<file path="src/rtl/xor_pkg.sv">
// Shared types and elaboration helpers for the streaming XOR checksum engine.
package xor_pkg;

  typedef enum logic {
    ACC,
    HOLD
  } xcs_state_e;

  // Bits needed to hold the values 0..max_len; never less than 1.
  function automatic int unsigned cnt_width(input int unsigned max_len);
    int unsigned w;
    w = 1;
    while ((64'd1 << w) <= 64'(max_len)) w = w + 1;
    return w;
  endfunction

endpackage

</file>
<file path="src/rtl/xor_checksum.sv">
// Streaming XOR checksum: folds a packet of words into a running XOR, counts the
// words (saturating at MAX_LEN) and holds the result until the consumer takes it.
module xor_checksum
  import xor_pkg::*;
#(
  parameter  int WIDTH   = 8,
  parameter  int MAX_LEN = 16,
  localparam int CNT_W   = int'(cnt_width(MAX_LEN))
) (
  input  logic             clk,
  input  logic             rst_n,
  input  logic             in_valid,
  output logic             in_ready,
  input  logic [WIDTH-1:0] in_data,
  input  logic             in_last,
  output logic             out_valid,
  input  logic             out_ready,
  output logic [WIDTH-1:0] out_sum,
  output logic [CNT_W-1:0] out_count,
  output logic             out_parity,
  output logic             out_overflow
);

  localparam logic [CNT_W-1:0] CNT_MAX = CNT_W'(MAX_LEN);

  xcs_state_e       state;
  xcs_state_e       state_next;
  logic [WIDTH-1:0] acc;
  logic [WIDTH-1:0] acc_next;
  logic [CNT_W-1:0] cnt;
  logic             ovf;
  logic             beat;
  logic             at_max;

  // Handshake signals decode the state flop directly, so in_ready never
  // depends on out_ready.
  always_comb begin
    in_ready   = (state == ACC);
    out_valid  = (state == HOLD);
    beat       = in_valid & in_ready;
    at_max     = (cnt == CNT_MAX);
    acc_next   = acc ^ in_data;
    state_next = state;
    case (state)
      ACC:     if (beat && in_last) state_next = HOLD;
      HOLD:    if (out_ready) state_next = ACC;
      default: state_next = ACC;
    endcase
  end

  always_ff @(posedge clk or negedge rst_n) begin
    if (!rst_n) begin
      state        <= ACC;
      acc          <= '0;
      cnt          <= '0;
      ovf          <= 1'b0;
      out_sum      <= '0;
      out_count    <= '0;
      out_parity   <= 1'b0;
      out_overflow <= 1'b0;
    end else begin
      state <= state_next;
      if (beat) begin
        if (in_last) begin
          out_sum      <= acc_next;
          out_count    <= at_max ? CNT_MAX : cnt + CNT_W'(1);
          out_overflow <= ovf | at_max;
          out_parity   <= ^acc_next;
          acc          <= '0;
          cnt          <= '0;
          ovf          <= 1'b0;
        end else begin
          acc <= acc_next;
          // Count saturates; words beyond MAX_LEN still fold into the XOR.
          if (at_max) ovf <= 1'b1;
          else        cnt <= cnt + CNT_W'(1);
        end
      end
    end
  end

endmodule
</file>
<file path="config.mk">
export PLATFORM = sky130hd
export DESIGN_NAME = xor_checksum
export DESIGN_NICKNAME = d
export VERILOG_FILES = /design/src/rtl/xor_pkg.sv /design/src/rtl/xor_checksum.sv
export SDC_FILE = /design/constraint.sdc
export NUM_CORES = 1
export LEC_CHECK = 0
export ABC_CLOCK_PERIOD_IN_PS = 3500
export BUFFER_PORTS_ARGS = -buffer_cell sky130_fd_sc_hd__buf_2
export CAP_MARGIN = 20
export CORE_AREA = 2 2 57 59
export CTS_CLUSTER_SIZE = 40
export DETAILED_ROUTE_END_ITERATION = 8
export DIE_AREA = 0 0 59 61
export GPL_TIMING_DRIVEN = 0
export PLACE_DENSITY_LB_ADDON = 0.1
export SLEW_MARGIN = 5
export SYNTH_ARGS = -nofsm -noshare
export SYNTH_HDL_FRONTEND = slang
export SYNTH_SLANG_ARGS = --single-unit
</file>
<file path="constraint.sdc">
create_clock -name clk -period 3.5 [get_ports clk]
set_input_delay 0.175 -clock clk [delete_from_list [all_inputs] [get_ports clk]]
set_output_delay 0.175 -clock clk [all_outputs]
set_load 0.005 [all_outputs]
</file>
==> flow_summary.toml <==
[status]
status = "finished clean"

[placed_design]
gp_congestion = 0.806
place_inst = 220
dp_hpwl_mm = 2.11
port_buffers = 29

[cts]
htree_levels = 2
holdBufCountCts = 1
cts_resized = 0
cts_sinks = 30
numCtsBuffers = 5
root_buffer = "clkbuf_4"
postCtsSetupBuffers = 0
cts_tree = "yes"
cts_buffer_depth = 2
worstSkewPairLatency_ns = 0.33
path_clk_slew_ns = 0.09

[yosys]
synth_nets = 173
avgSynthCellArea_um2 = 9.07
ys_ff_latch = 30
synth_cells = 158
ys_seq_area_share_pct = 52.4
synth_top_area_cell = "dfrtp_1"
synthTopCellsByArea = "dfrtp_1, xnor2_1, o21ai_0"
ys_warn_count = 0
synth_cell_types = 21
synth_top_area_share_pct = 52.4
syn-cell-area_um2 = 1430

[layout]
nets = 210
insertedDiodeCount = 0
fin_util_pct = 57.9
fill_cells = 290
area_delta_synth_final_pct = 19.4
most-common-layout-cells = "buf_2, dfrtp_1, nand2_1"
drive_gt1_share_pct = 19.5
final_cells = 228

[power_and_ir_drop]
pwr-share-comb_pct = 30.4
total_power_mw = 1.17
p_per_area_nw_per_um2 = 684
seq_power_share_pct = 45.2
cellLeakagePower_nw = 0.813
netSwitchingFraction_pct = 32.3
clock_power_share_pct = 24.4
switchingPower_mw = 0.377
p_int_mw = 0.793
irDropWorstVdd_mv = 0.301

[global_route]
grt_pass1_vias = 1076
grt_pass1_wl_mm = 4.95
grt_start_max_net_pins = 31
grt_antenna_before_repair = 0
grt_use_total_pct = 19.3
overflow = 0

[sta]
skew_ns = 0.00747
min_period_ns = 1.66
rsz0062_at_grt = "false"
fmax_mhz = 604
setup_viol = 0
tightestPinTransition_ns = 0.663
slew_viol_final = 0
relSlewSlack_pct = 55.8
fin_crit_sh_pct = 47.3
tns_ns = 0
hold_violations = 0

[setup_path]
crit_path_start_kind = "flip-flop"
end_kind = "flip-flop"
worstPathMaxFanout = 7
worstSetupPathType = "flip-flop to flip-flop"
worstPathArrival_ns = 1.86
crit_required_ns = 3.70

[flow_run]
max-cap-violations = 0

[routing]
vias = 1161
drc_errors = 0
dr.pass1.iters = 4
routed_wl_mm = 2.96
avgViaCountPerCell = 5.09
ant_nets = 0
wl_per_cell_um = 13.0
drt_iter0_drc = 31

[floorplanning]
coreArea_um2 = 2950
initial_core_util_pct = 48.5
io_pins = 30
dieWidth_um = 59
die_area_um2 = 3600
die_h_um = 61
rows = 20

[worst_hold_path]
hp-class = "primary input to flip-flop"
layout make-up:
| cell class | count | area (um^2) | share of cell area, % |
|---|---|---|---|
| well taps | 33 | 41.3 | 2.41 |
| plain buffers | 6 | 23.8 | 1.39 |
| clock inverters | 1 | 30.0 | 1.76 |
| flip-flops and latches | 30 | 751 | 43.9 |
| inverters | 11 | 41.3 | 2.41 |
| multi-input cells | 111 | 617 | 36.1 |
| clock buffers | 6 | 51.3 | 3.00 |
| repair buffers | 30 | 155 | 9.07 |
path summary, 6_finish.rpt:
path,startpoint,end,slack (ns),cells past startpoint
worst max-delay path,cnt[0],cnt[1],1.84,7
worst min-delay path,out_ready,out_valid,0.01,2
worst max register to register,cnt[0],cnt[1],1.84,7
worst min register to register,out_count[2],out_count[2],0.49,2
max in group asynchronous,rst_n,cnt[0],2.65,2
min in group asynchronous,rst_n,out_overflow,0.41,2
power by group through the flow:
stage / logic [mW] / registers, mW / clock network, mW
5_1_grt: 0.412 / 0.543 / 0.305
6_report: 0.356 / 0.528 / 0.286
4_1_cts: 0.362 / 0.530 / 0.292
2_1_floorplan: 0.236 / 0.529 / 0
3_5_place_dp: 0.360 / 0.537 / 0
3_3_place_gp: 0.353 / 0.528 / 0
critical path, cell delays in order (launching register included):
cell and delay, ns:
dfrtp_1 0.41, inv_1 0.13, ha_1 0.16, nand2_1 0.06, nor3_2 0.36, nor2_1 0.15
a22oi_1 0.17, o22ai_1 0.10
stage by stage:
stage	setup slack [ns]	hold WS, ns	cell area [um^2]
5_1_grt	1.74	0.0343	1710
3_3_place_gp	1.93	0.243	1620
4_1_cts	1.86	0.00248	1710
3_5_place_dp	1.87	0.245	1620
6_report	1.84	0.0143	1710
2_1_floorplan	2.11	-0.121	1430
state kept, by name, summed over array words and instances (netlist names):
name	flops
ovf	1
cnt	5
out_parity	1
out_valid	1
out_overflow	1
acc	8
out_sum	8
out_count	5
logic make-up after synthesis:
group / share of synthesized area, %
AO/OA/AOI/OAI: 16.0
XOR/XNOR: 11.0
adder cells (fa/ha/maj): 1.75
buffers and inverters: 4.54
flip-flops: 52.4
AND/OR/NAND/NOR: 14.3
cells in the mapped netlist, drive strengths merged:
cell and number:
clkbuf 5, nor3 9, xnor2 16, nand3 3
ha 2, nand2 29, a22oi 1, buf 1
nor2 5, o22ai 1, o21ai 27, inv 11
a21oi 11, o31ai 1, nor2b 1, xor2 2
a22o 2, dfrtp 30, nand4 1
routing by layer:
metal  wire length, um  up-vias  global-route usage, %
met5                 0        -                      0
met4                54        0                   9.09
met3               151        5                   5.76
met1              1380      522                   25.1
li1                  -      602                      -
met2              1380       32                   29.7
No activity file was read; power rests on OpenSTA's default activity.
